### src/rtl/gemm_pkg.sv
// rtl/gemm_pkg.sv - shared tag type and width helpers for the GEMM reduction datapath
package gemm_pkg;

  typedef struct packed {
    logic valid;
    logic last;
  } tag_t;

  localparam int SEXT_MAX = 64;

  // Sign-extends the low 'width' bits of value to SEXT_MAX bits; callers truncate to their width.
  function automatic logic [SEXT_MAX-1:0] sext(input logic [SEXT_MAX-1:0] value, input int width);
    logic signed [SEXT_MAX-1:0] v_shl;
    v_shl = value << (SEXT_MAX - width);
    return v_shl >>> (SEXT_MAX - width);
  endfunction

  function automatic int count_width(input int depth);
    return $clog2(depth + 1);
  endfunction

endpackage

### src/rtl/result_fifo.sv
// rtl/result_fifo.sv - circular result buffer with occupancy count; push and pop may coincide when full
module result_fifo
  import gemm_pkg::*;
#(
  parameter int WIDTH = 32,
  parameter int DEPTH = 2,
  localparam int CNT_W = count_width(DEPTH)
) (
  input  logic             clk,
  input  logic             rst,
  input  logic             i_push,
  input  logic [WIDTH-1:0] i_data,
  input  logic             i_pop,
  output logic [WIDTH-1:0] o_data,
  output logic [CNT_W-1:0] o_count
);

  localparam int PTR_W = (DEPTH > 1) ? $clog2(DEPTH) : 1;
  localparam logic [PTR_W-1:0] LAST_PTR = PTR_W'(DEPTH - 1);
  localparam logic [CNT_W-1:0] FULL_CNT = CNT_W'(DEPTH);

  logic [WIDTH-1:0] r_mem [DEPTH];
  logic [PTR_W-1:0] r_wr_ptr;
  logic [PTR_W-1:0] r_rd_ptr;
  logic [CNT_W-1:0] r_count;
  logic             w_do_pop;
  logic             w_do_push;

  assign w_do_pop  = i_pop && (r_count != '0);
  assign w_do_push = i_push && ((r_count != FULL_CNT) || w_do_pop);

  always_ff @(posedge clk or posedge rst) begin
    if (rst) begin
      for (int i = 0; i < DEPTH; i++) r_mem[i] <= '0;
      r_wr_ptr <= '0;
      r_rd_ptr <= '0;
      r_count  <= '0;
    end else begin
      if (w_do_push) begin
        r_mem[r_wr_ptr] <= i_data;
        r_wr_ptr        <= (r_wr_ptr == LAST_PTR) ? '0 : r_wr_ptr + PTR_W'(1);
      end
      if (w_do_pop) begin
        r_rd_ptr <= (r_rd_ptr == LAST_PTR) ? '0 : r_rd_ptr + PTR_W'(1);
      end
      r_count <= r_count + CNT_W'(w_do_push) - CNT_W'(w_do_pop);
    end
  end

  assign o_data  = r_mem[r_rd_ptr];
  assign o_count = r_count;

endmodule

### src/rtl/tree_accumulator.sv
// rtl/tree_accumulator.sv - aligns tags with the adder-tree latency, accumulates last-terminated groups, credit-gated result FIFO
module tree_accumulator
  import gemm_pkg::*;
#(
  parameter int DATA_WIDTH = 32,
  parameter int LAYER      = 3,
  parameter int ACC_WIDTH  = 32,
  parameter int OUT_DEPTH  = 2
) (
  input  logic                  clk,
  input  logic                  rst,
  input  logic                  tag_valid,
  input  logic                  tag_last,
  output logic                  in_ready,
  input  logic [DATA_WIDTH-1:0] sum_in,
  output logic [ACC_WIDTH-1:0]  out_data,
  output logic                  out_valid,
  input  logic                  out_ready
);

  localparam int PEND_W = count_width(OUT_DEPTH);
  localparam logic [PEND_W-1:0] CREDITS = PEND_W'(OUT_DEPTH);

  tag_t               r_tags [LAYER];
  tag_t               w_aligned;
  logic               r_first;
  logic [ACC_WIDTH-1:0] r_acc;
  logic [ACC_WIDTH-1:0] w_ext;
  logic [ACC_WIDTH-1:0] w_sum;
  logic [PEND_W-1:0]  r_pending;
  logic [PEND_W-1:0]  w_fifo_count;
  logic               w_accept;
  logic               w_credit_take;
  logic               w_pop;
  logic               w_push;

  // r_pending counts FIFO entries plus last tags still in flight, so a credit is held from acceptance to pop.
  assign in_ready      = (r_pending < CREDITS) || !tag_last;
  assign w_accept      = tag_valid && in_ready;
  assign w_credit_take = w_accept && tag_last;
  assign w_pop         = out_valid && out_ready;
  assign w_aligned     = r_tags[LAYER-1];
  assign w_push        = w_aligned.valid && w_aligned.last;
  assign w_ext         = ACC_WIDTH'(sext(SEXT_MAX'(sum_in), DATA_WIDTH));
  assign w_sum         = (r_first ? '0 : r_acc) + w_ext;

  always_ff @(posedge clk or posedge rst) begin
    if (rst) begin
      for (int i = 0; i < LAYER; i++) r_tags[i] <= '0;
    end else begin
      r_tags[0] <= tag_t'{valid: w_accept, last: w_credit_take};
      for (int i = 1; i < LAYER; i++) r_tags[i] <= r_tags[i-1];
    end
  end

  always_ff @(posedge clk or posedge rst) begin
    if (rst) begin
      r_acc     <= '0;
      r_first   <= 1'b1;
      r_pending <= '0;
    end else begin
      if (w_aligned.valid) begin
        if (w_aligned.last) begin
          r_first <= 1'b1;
        end else begin
          r_acc   <= w_sum;
          r_first <= 1'b0;
        end
      end
      r_pending <= r_pending + PEND_W'(w_credit_take) - PEND_W'(w_pop);
    end
  end

  result_fifo #(
    .WIDTH (ACC_WIDTH),
    .DEPTH (OUT_DEPTH)
  ) u_result_fifo (
    .clk     (clk),
    .rst     (rst),
    .i_push  (w_push),
    .i_data  (w_sum),
    .i_pop   (w_pop),
    .o_data  (out_data),
    .o_count (w_fifo_count)
  );

  assign out_valid = (w_fifo_count != '0);

endmodule

### config.mk
export PLATFORM = sky130hd
export DESIGN_NAME = tree_accumulator
export DESIGN_NICKNAME = d
export VERILOG_FILES = /design/src/rtl/gemm_pkg.sv /design/src/rtl/result_fifo.sv /design/src/rtl/tree_accumulator.sv
export SDC_FILE = /design/constraint.sdc
export NUM_CORES = 1
export LEC_CHECK = 0
export ABC_CLOCK_PERIOD_IN_PS = 4900
export BUFFER_PORTS_ARGS = -buffer_cell sky130_fd_sc_hd__buf_2
export CORE_AREA = 10 10 111 113
export CTS_CLUSTER_DIAMETER = 30
export DETAILED_ROUTE_END_ITERATION = 8
export DIE_AREA = 0 0 121 123
export GPL_TIMING_DRIVEN = 0
export PLACE_DENSITY = 0.84
export SLEW_MARGIN = 10
export SYNTH_ARGS = -nofsm -noshare
export SYNTH_HDL_FRONTEND = slang
export SYNTH_SLANG_ARGS = --single-unit
### constraint.sdc
create_clock -name clk -period 4.9 [get_ports clk]
set_input_delay 0.49 -clock clk [delete_from_list [all_inputs] [get_ports clk]]
set_output_delay 0.49 -clock clk [all_outputs]
set_load 0.005 [all_outputs]
==> Word level (Yosys, flattened, before mapping) <==
Cells that the tools add are included.
{ "totals": {"register_bits": 109, "inputBits": 37, "output_inout_bits": 34, "elab_cells": 51} }
{ "classes": {"addsub": 7, "n_lt_le_gt_ge": 4, "eq_ne": 1, "muxes": 10, "n_bitwise": 3, "reduce_logical": 12} }
{ "ops": {"columns": ["op", "n"], "rows": [
  ["32-bit two-way mux", 5],
  ["64-bit bitwise mux", 1],
  ["32-bit adder", 1],
  ["32-bit demux with 1-bit select", 1],
  ["1-bit logical AND", 7],
  ["2-bit by 1-bit adder with 2-bit output", 2],
  ["2-bit greater-or-equal comparator, second input constant", 2],
  ["1-bit inverter with 2-bit output", 2],
  ["2-bit by 1-bit subtractor with 2-bit output", 2],
  ["1-bit two-way mux", 3],
  ["1-bit adder, second input constant", 2],
  ["1-bit logical OR", 2],
  ["2-bit by 1-bit less-than comparator with 1-bit output, second input constant", 1],
  ["2-bit less-than comparator, second input constant", 1],
  ["2-bit != test, second input constant", 1],
  ["2-bit AND reduction", 1],
  ["2-bit nonzero test", 1],
  ["1-bit logical NOT", 1],
  ["1-bit inverter", 1]
]} }

==> Logic depth before layout (Yosys ltp) <==
Gate-level depths: netlist of run 1.
{ "depth": {"ltp_word": 7, "mapped_depth": 12, "ltp_nobuf": 11} }

==> By module <==
Synthesis of run 1 repeated with hierarchy kept, for this count alone.
{ "unflattened": {"cells_unflattened": 568, "area_unflattened_um2": 6505.0} }
{ "modules_own_cells": {"columns": ["mod", "n_inst", "cells_each", "area_each_um2", "seq_area_each_um2"], "rows": [
  ["tree_accumulator", 1, 359, 3478.3, 1027.2],
  ["result_fifo", 1, 209, 3026.7, 1701.6]
]} }

==> Worst setup path after synthesis of run 1 <==
OpenSTA, ideal clock, no wires.
{ "synth_path": {"path_type": "register to register", "from": "register r_first", "to": "register r_acc[24]", "setup_time_ns": 0.096, "arrival_ns": 3.265, "required_time_ns": 4.804, "path_slack_ns": 1.540, "stages_incl_launch_ff": 13, "path_buffers": 1, "period_less_slack_ns": 3.360, "cell_sequence": "dfstp_2 -> clkbuf_1 -> nor2b_1 -> ha_1 -> fa_1 -> a21oi_2 -> nor2b_2 -> a311o_2 -> a221o_2 -> a41oi_2 -> a21oi_2 -> o21a_1 -> o31ai_1"} }
{ "synth_via": {"elab_chain_cells": 2} }
{ "synth_rtl": {"columns": ["item", "line", "text"], "rows": [
  ["start, declared", "tree_accumulator.sv:26", "logic r_first;"],
  ["start signal, assigned", "tree_accumulator.sv:59", "r_first <= 1'b1;"],
  ["start signal, assigned", "tree_accumulator.sv:64", "r_first <= 1'b1;"],
  ["start signal, assigned", "tree_accumulator.sv:67", "r_first <= 1'b0;"],
  ["32-bit two-way mux", "tree_accumulator.sv:45", "assign w_sum = (r_first ? '0 : r_acc) + w_ext;"],
  ["32-bit adder", "tree_accumulator.sv:45", null],
  ["end signal, assigned", "tree_accumulator.sv:66", "r_acc <= w_sum;"],
  ["end, declared", "tree_accumulator.sv:27", "logic [ACC_WIDTH-1:0] r_acc;"]
]} }
No other way between the ends.
A chain may end at the register's enable or synchronous reset.

==> Worst setup path after layout of run 1 <==
{ "layout_path": {"from": "register r_first", "to": "register r_acc[30]"} }
The elaborated chain is that of the path after synthesis.

==> flow_metrics.py, run 1 <==
metrics = {
    "critical_path": {
        "worst_ep_arrival_time_ns": 4.25,
        "timing.critical_path.slowest_cell_delay_ns": 0.60,
        "crit_start": "r_first",
        "critPathRequiredTime_ns": 5.14,
        "timing.critical_path.cells": "clkbuf_1 > nor2b_1 > ha_1 > fa_1 > a21oi_2 > nor2b_2 > a311o_2 > a21oi_1 > o41ai_2 > a21o_1 > a2111oi_2 > o21ai_0",
        "rrSetupSlack_ns": 0.89,
        "cpMaxStageDelayCell": "sky130_fd_sc_hd__dfstp_2",
        "startpoint_type": "flop",
        "ff2ff_path_depth": 12,
        "timing.setup.critical_path_class": "reg2reg",
        "critical_path.reg2reg.endpoint": "r_acc[30]",
        "critPathCaptureType": "flop",
        "critical_path.max_fanout": 10,
        "worstReg2RegStart": "r_first",
    },
    "drt": {
        "drt_iter0_drc": 414,
        "wl_per_cell_um": 18.0,
        "first_pass_iters": 5,
        "drt-vias-per-instance": 5.90,
        "totalWireLength_um": 16300,
        "drcViolationCount": 0,
        "drt.antenna.violating_nets": 0,
        "detailroute.via_count": 5314,
    },
    "cts": {
        "clock-root-buffer": "sky130_fd_sc_hd__clkbuf_8",
        "worstSkewPairLatency_ns": 0.39,
        "cts_setup_buffers": 0,
        "number_of_buffers_inserted_by_hold_repair_at_cts": 0,
        "cts_tree": "yes",
        "cts_num_sinks": 109,
        "htree_levels": 3,
        "clock_path_buffers": 2,
        "numCtsBuffers": 9,
        "clk_pin_slew_ns": 0.11,
        "count_of_cells_resized_by_post_cts_repair": 0,
    },
    "finish": {
        "num-fill-cells": 811,
        "num_antenna_cells": 0,
        "layout.area.seq_um2": 2730,
        "multi_input_comb_area_um2": 3420,
        "fraction_of_final_layout_cells_sized_beyond_drive_strength_1_pct": 19.6,
        "layout.core_utilization_pct": 70.2,
        "layout.cell_area.non_filler_um2": 7120,
        "area_growth_pct": 12.6,
        "finish.net_count": 833,
    },
    "sta": {
        "totalNegativeSetupSlack_ns": 0,
        "final_period_minus_worst_setup_slack_ns": 4.01,
        "worst-slew-pin-transition_ns": 0.719,
        "final.hold.worst_slack_ns": 0.126,
        "grt_setup_unrepaired": "no",
        "report.final.setup_viol": 0,
        "finalHoldViolCount": 0,
        "slew_viol_final": 0,
        "finalClockSkew_ns": 0.0151,
        "max-slew-margin-rel_pct": 52.1,
        "maxClockFrequency_mhz": 249,
        "final_period_utilization_pct": 81.9,
    },
    "grt": {
        "antenna_found_initial": 0,
        "grt_max_degree": 71,
        "grt-ovfl-total": 0,
        "grt_usage_pct": 22.3,
        "first_pass_grt_wire_length_um": 26800,
        "first_global_vias": 5535,
    },
    "place": {
        "placedInstanceArea_um2": 6870,
        "placer_congestion": 0.974,
        "count_of_port_buffers_added_during_placement": 70,
        "dp_hpwl_um": 12500,
    },
    "synthesis": {
        "synth_mux_area_share_pct": 8.69,
        "synth_sequential_area_ratio_pct": 43.2,
        "synth_edf_count": 0,
        "netlist_top_cells_area": "sky130_fd_sc_hd__dfrtp_1 (43%), sky130_fd_sc_hd__mux2_2 (8.4%), sky130_fd_sc_hd__o21ai_0 (7.5%)",
        "synth-adder-area-share_pct": 7.24,
        "synth_top_cells_by_count": "sky130_fd_sc_hd__nand2_1 (118), sky130_fd_sc_hd__dfrtp_1 (108), sky130_fd_sc_hd__o21ai_0 (95)",
        "share_of_async_settable_or_async_resettable_flops_after_synthesis_pct": 100,
        "ys_ff_latch": 109,
        "synth_top_family_by_area": "compound AO/OA/AOI/OAI gates",
        "net_count_of_the_mapped_netlist": 751,
        "count_of_unique_library_cells_instantiated_by_yosys": 54,
        "yosysTopAreaCell": "sky130_fd_sc_hd__dfrtp_1",
        "synthSimpleGateAreaFrac_pct": 16.4,
        "leading_cell_type_by_number_of_instances_after_synthesis": "sky130_fd_sc_hd__nand2_1",
        "postSynth.topFlopCell": "sky130_fd_sc_hd__dfrtp_1",
        "yosys_warnings": 0,
        "synthDominantCellAreaShare_pct": 42.7,
        "syn_area_um2": 6320,
        "synth_compound_area_share_pct": 17.6,
        "syn_inst": 678,
        "xor_and_xnor_area_share_after_synthesis_pct": 4.16,
        "syn_avg_cell_area_um2": 9.32,
    },
    "floorplan": {
        "number_of_i_o_pins": 71,
        "floorplan.initialDensity_pct": 62.4,
        "die-width_um": 121,
        "chipHeight_um": 123,
        "dieArea_um2": 14900,
        "core_area_um2": 10100,
        "std_cell_rows": 37,
    },
    "power_and_ir_drop": {
        "irDropWorstVdd_mv": 0.376,
        "power.total_mw": 4.93,
        "power_density_nw_per_um2": 692,
        "static-leakage-power_nw": 3.37,
    },
    "outcome": {
        "outcome": "complete, no violations",
    },
    "worst_hold_path": {
        "hold_path_class": "in2async",
    },
    "job": {
        "maxCapViolCount": 0,
    },
}
stage by stage:
| stage | setup WS (ns) | instances |
|---|---|---|
| finish | 0.889 | 901 |
| CTS | 0.911 | 901 |
| detailed placement | 0.925 | 885 |
| global route | 0.643 | 901 |
| floorplan | 1.54 | 678 |
| global placement | 0.514 | 884 |
routing by layer:
metal | track usage, % | vias to the layer above | part of all wire (%)
li1 | - | 2531 | -
met1 | 26.7 | 2582 | 42
met2 | 39.0 | 165 | 50
met3 | 3.42 | 36 | 5.1
met4 | 9.80 | 0 | 2.6
met5 | 0 | - | 0
kinds of logic (layout without fill, tap and decap cells):
logic type / count (synthesis) / after routing
buf+inv: 46 / 133
compound gates: 186 / 186
fa+ha+maj: 36 / 36
flops: 109 / 109
xor+xnor: 30 / 30
mux: 49 / 49
simple gates: 222 / 222
power by group:
| group | internal (mW) | switching [mW] | leakage (nW) |
|---|---|---|---|
| Clock | 0.342 | 0.317 | 0.124 |
| Sequential | 1.33 | 0.219 | 1.33 |
| Combinational | 1.16 | 1.56 | 1.92 |
| Total | 2.84 | 2.09 | 3.37 |
flip-flops by register name, summed over array words and instances, names as in the netlist:
| signal | count |
|---|---|
| r_acc | 32 |
| u_result_fifo.o_count | 2 |
| u_result_fifo.r_wr_ptr | 1 |
| r_pending | 2 |
| r_tags | 6 |
| u_result_fifo.r_rd_ptr | 1 |
| r_first | 1 |
| u_result_fifo.r_mem | 64 |
placed cells by master, fill, tap and decap left out, types with 6 or more instances in the layout:
| cell | instances |
|---|---|
| sky130_fd_sc_hd__a21o_1 | 11 |
| sky130_fd_sc_hd__a21oi_1 | 40 |
| sky130_fd_sc_hd__buf_2 | 71 |
| sky130_fd_sc_hd__clkbuf_1 | 34 |
| sky130_fd_sc_hd__clkbuf_8 | 9 |
| sky130_fd_sc_hd__dfrtp_1 | 108 |
| sky130_fd_sc_hd__ha_1 | 35 |
| sky130_fd_sc_hd__inv_1 | 9 |
| sky130_fd_sc_hd__mux2_2 | 47 |
| sky130_fd_sc_hd__nand2_1 | 118 |
| sky130_fd_sc_hd__nand2b_1 | 6 |
| sky130_fd_sc_hd__nand3_1 | 7 |
| sky130_fd_sc_hd__nand4_1 | 6 |
| sky130_fd_sc_hd__nor2_1 | 23 |
| sky130_fd_sc_hd__nor2b_1 | 36 |
| sky130_fd_sc_hd__nor3_1 | 6 |
| sky130_fd_sc_hd__o21ai_0 | 95 |
| sky130_fd_sc_hd__xnor2_1 | 17 |
| sky130_fd_sc_hd__xor2_1 | 13 |
cell type report:
class                      instances  share of cell area, %
timing repair buffer              71                   5.31
buffer                            36                   1.92
clock buffer                       9                   1.74
inverter                          10                  0.562
sequential                       109                   38.3
clock inverter                     7                   1.71
multi-input combinational        523                   48.0
tap                              136                   2.39
worst max-delay path by stage:
stage	endpoint	slack, ns
after floorplan	r_acc[0]	1.54
after global placement	u_result_fifo.r_mem[53]	0.51
after detailed placement	r_acc[30]	0.93
after CTS	r_acc[30]	0.91
after global routing	r_acc[30]	0.64
final	r_acc[30]	0.89
critical path: cells and delay by family (launching register included):
family	cells	cell delay (ns)
and+or+nand+nor	2	0.17
buffers and inverters	1	0.40
adders and majority gates	2	0.68
DFF	1	0.60
AOI/OAI and AO/OA	7	2.00
Power figures use the tool's default switching activity.
==> run 2: changes to the inputs <==
--- a/config.mk
+++ b/config.mk
@@ -5,14 +5,15 @@
 export SDC_FILE = /design/constraint.sdc
 export NUM_CORES = 1
 export LEC_CHECK = 0
-export ABC_CLOCK_PERIOD_IN_PS = 4900
+export ABC_AREA = 1
+export ABC_CLOCK_PERIOD_IN_PS = 3550
 export BUFFER_PORTS_ARGS = -buffer_cell sky130_fd_sc_hd__buf_2
-export CORE_AREA = 10 10 111 113
+export CORE_AREA = 10 10 126 128
 export CTS_CLUSTER_DIAMETER = 30
 export DETAILED_ROUTE_END_ITERATION = 8
-export DIE_AREA = 0 0 121 123
+export DIE_AREA = 0 0 136 138
 export GPL_TIMING_DRIVEN = 0
-export PLACE_DENSITY = 0.84
+export PLACE_DENSITY = 0.76
 export SLEW_MARGIN = 10
 export SYNTH_ARGS = -nofsm -noshare
 export SYNTH_HDL_FRONTEND = slang
==> constraint.sdc (replaced) <==
create_clock -name clk -period 3.55 [get_ports clk]
set_input_delay 0.355 -clock clk [delete_from_list [all_inputs] [get_ports clk]]
set_output_delay 0.355 -clock clk [all_outputs]
set_load 0.005 [all_outputs]
==> flow_metrics.py, run 2 <==
metrics = {
    "sta": {
        "max-slew-margin-rel_pct": 60.5,
        "finalHoldViolCount": 0,
        "report.final.setup_viol": 0,
        "totalNegativeSetupSlack_ns": 0,
        "slew_viol_final": 0,
        "finalClockSkew_ns": 0.0113,
        "maxClockFrequency_mhz": 314,
        "grt_setup_unrepaired": "no",
        "final_period_minus_worst_setup_slack_ns": 3.18,
        "final_period_utilization_pct": 89.7,
        "worst-slew-pin-transition_ns": 0.593,
    },
    "floorplan": {
        "number_of_i_o_pins": 71,
        "std_cell_rows": 43,
        "chipHeight_um": 138,
        "dieArea_um2": 18800,
        "die-width_um": 136,
        "core_area_um2": 13500,
        "floorplan.initialDensity_pct": 52.7,
    },
    "place": {
        "count_of_port_buffers_added_during_placement": 70,
        "place_inst": 1311,
        "placer_congestion": 0.984,
        "dp_hpwl_um": 14600,
    },
    "critical_path": {
        "startpoint_type": "flop",
        "critical_path.reg2reg.endpoint": "u_result_fifo.r_mem[24]",
        "worstReg2RegStart": "r_first",
        "critical_path.max_fanout": 10,
        "crit_start": "r_first",
        "critPathCaptureType": "flop",
        "worst_ep_arrival_time_ns": 3.43,
        "ff2ff_path_depth": 12,
        "critPathRequiredTime_ns": 3.80,
        "timing.setup.critical_path_class": "reg2reg",
        "rrSetupSlack_ns": 0.37,
    },
    "finish": {
        "layout_common_cells": "sky130_fd_sc_hd__nand2_1 (438), sky130_fd_sc_hd__inv_1 (167), sky130_fd_sc_hd__dfrtp_1 (108), sky130_fd_sc_hd__buf_2 (74)",
        "mostFrequentLayoutCell": "sky130_fd_sc_hd__nand2_1",
        "fraction_of_final_layout_cells_sized_beyond_drive_strength_1_pct": 11.0,
        "max_flop_register": "u_result_fifo.r_mem",
        "area_growth_pct": 12.8,
        "finish.net_count": 1216,
        "num_antenna_cells": 0,
        "largestRegisters": "u_result_fifo.r_mem x64, r_acc x32, r_tags x6",
        "largest_reg_flops": 64,
        "layout.core_utilization_pct": 59.5,
        "finish.cell_count_without_fillers": 1328,
    },
    "drt": {
        "detailroute.via_count": 6537,
        "totalWireLength_um": 18400,
        "drt-vias-per-instance": 4.92,
        "drcViolationCount": 0,
        "wl_per_cell_um": 13.8,
        "drt.antenna.violating_nets": 0,
        "first_pass_iters": 5,
        "drt_iter0_drc": 709,
    },
    "synthesis": {
        "syn_avg_cell_area_um2": 6.72,
        "synth_sequential_area_ratio_pct": 38.3,
        "synthDominantCellAreaShare_pct": 38.0,
        "syn_area_um2": 7120,
        "synth_top_cells_by_count": "sky130_fd_sc_hd__nand2_1 (438), sky130_fd_sc_hd__inv_1 (168), sky130_fd_sc_hd__dfrtp_1 (108)",
        "share_of_async_settable_or_async_resettable_flops_after_synthesis_pct": 100,
        "netlist_top_cells_area": "sky130_fd_sc_hd__dfrtp_1 (38%), sky130_fd_sc_hd__nand2_1 (23%), sky130_fd_sc_hd__inv_1 (8.9%)",
        "postSynth.topFlopCell": "sky130_fd_sc_hd__dfrtp_1",
        "ys_ff_latch": 109,
        "synth_edf_count": 0,
        "count_of_unique_library_cells_instantiated_by_yosys": 33,
        "yosysTopAreaCell": "sky130_fd_sc_hd__dfrtp_1",
        "net_count_of_the_mapped_netlist": 1133,
        "yosys_warnings": 0,
        "leading_cell_type_by_number_of_instances_after_synthesis": "sky130_fd_sc_hd__nand2_1",
        "syn_inst": 1060,
    },
    "grt": {
        "grt_usage_pct": 19.5,
        "grt-ovfl-total": 0,
        "first_global_vias": 6217,
        "first_pass_grt_wire_length_um": 29800,
        "grt_max_degree": 74,
        "antenna_found_initial": 0,
    },
    "cts": {
        "cts_setup_buffers": 0,
        "count_of_cells_resized_by_post_cts_repair": 0,
        "clk_pin_slew_ns": 0.08,
        "worstSkewPairLatency_ns": 0.37,
        "htree_levels": 3,
        "clock_path_buffers": 2,
        "numCtsBuffers": 9,
        "clock-root-buffer": "sky130_fd_sc_hd__clkbuf_16",
        "cts_num_sinks": 109,
        "cts_tree": "yes",
    },
    "worst_hold_path": {
        "timing.hold.worst_path_depth": 3,
        "hold_start": "tag_last",
        "holdPathEnd": "r_tags[4]",
        "hold_path_class": "in2reg",
    },
    "power_and_ir_drop": {
        "irDropWorstVdd_mv": 0.395,
        "power_density_nw_per_um2": 874,
        "static-leakage-power_nw": 4.73,
        "power.total_mw": 7.02,
    },
    "outcome": {
        "outcome": "complete, no violations",
    },
    "job": {
        "maxCapViolCount": 0,
    },
}
==> run 2: cell count changes after synthesis, sizes merged, moves of 11 or more <==
cell    change
nand3      +73
nor2       +49
nand2     +326
o21ai      -34
mux2       -47
nor2b      -37
clkbuf     -18
a21oi      -23
inv       +161
a21o       -11
==> run 2: repair_timing <==
action	CTS	global route
hold buffers	1	0
endpoints found under the hold margin	36	0
setup endpoints to repair	0	0
==> run 2: final cells by class <==
class,count,area [um^2]
inverter,171,649
clock inverter,7,70.1
timing repair buffer,72,388
fill,1312,5470
tap,180,225
clock buffer,9,225
multi-input combinational,752,3600
buffer,28,149
sequential,109,2730
==> run 2: kinds of logic after synthesis <==
logic type,after synthesis,share of synthesized area (%)
simple gates,608,35.3
buf+inv,199,11.1
flops,109,38.3
compound gates,88,6.33
fa+ha+maj,36,6.43
xor+xnor,20,2.46
==> run 2: worst max-delay path, cell delays in order, from the launching register on <==
cell and delay (ns):
sky130_fd_sc_hd__dfstp_2 0.60, sky130_fd_sc_hd__clkbuf_1 0.48, sky130_fd_sc_hd__nor2_1 0.11, sky130_fd_sc_hd__ha_1 0.27, sky130_fd_sc_hd__fa_1 0.45, sky130_fd_sc_hd__nand3_1 0.12
sky130_fd_sc_hd__nand3_1 0.14, sky130_fd_sc_hd__nand2_1 0.09, sky130_fd_sc_hd__nand2_1 0.14, sky130_fd_sc_hd__nand3_1 0.18, sky130_fd_sc_hd__nand4_1 0.27, sky130_fd_sc_hd__nand3_2 0.15
sky130_fd_sc_hd__nand2_1 0.07
==> run 2: layer usage <==
layer	track usage [%]	share of wire [%]	up-vias
li1	-	-	3400
met1	25.8	47	2966
met2	31.3	46	147
met3	3.19	5.2	24
met4	7.07	2.1	0
met5	0	0	-
==> run 2: through the flow <==
stage          setup WS (ns)  hold WS, ns  cell area [um^2]
5_1_grt                0.153        0.230              8030
3_5_place_dp           0.388        0.336              7730
2_1_floorplan          0.323        0.331              7120
4_1_cts                0.379        0.215              8030
3_3_place_gp          -0.961        0.331              7690
6_report               0.365        0.216              8030
==> run 2: how the worst max path moves through the flow <==
| stage | end | slack [ns] | depth (start not counted) |
|---|---|---|---|
| 6_report | u_result_fifo.r_mem[24] | 0.37 | 12 |
| 5_1_grt | u_result_fifo.r_mem[56] | 0.15 | 12 |
| 4_1_cts | u_result_fifo.r_mem[56] | 0.38 | 12 |
| 3_5_place_dp | r_acc[24] | 0.39 | 12 |
| 3_3_place_gp | u_result_fifo.r_mem[38] | -0.96 | 2 |
| 2_1_floorplan | r_acc[0] | 0.32 | 1 |
==> run 2: power by group <==
part | internal (mW) | switching (mW) | leakage [nW]
combinational | 1.38 | 2.54 | 3.23
clock | 0.496 | 0.518 | 0.147
sequential | 1.81 | 0.276 | 1.35
total | 3.69 | 3.34 | 4.73
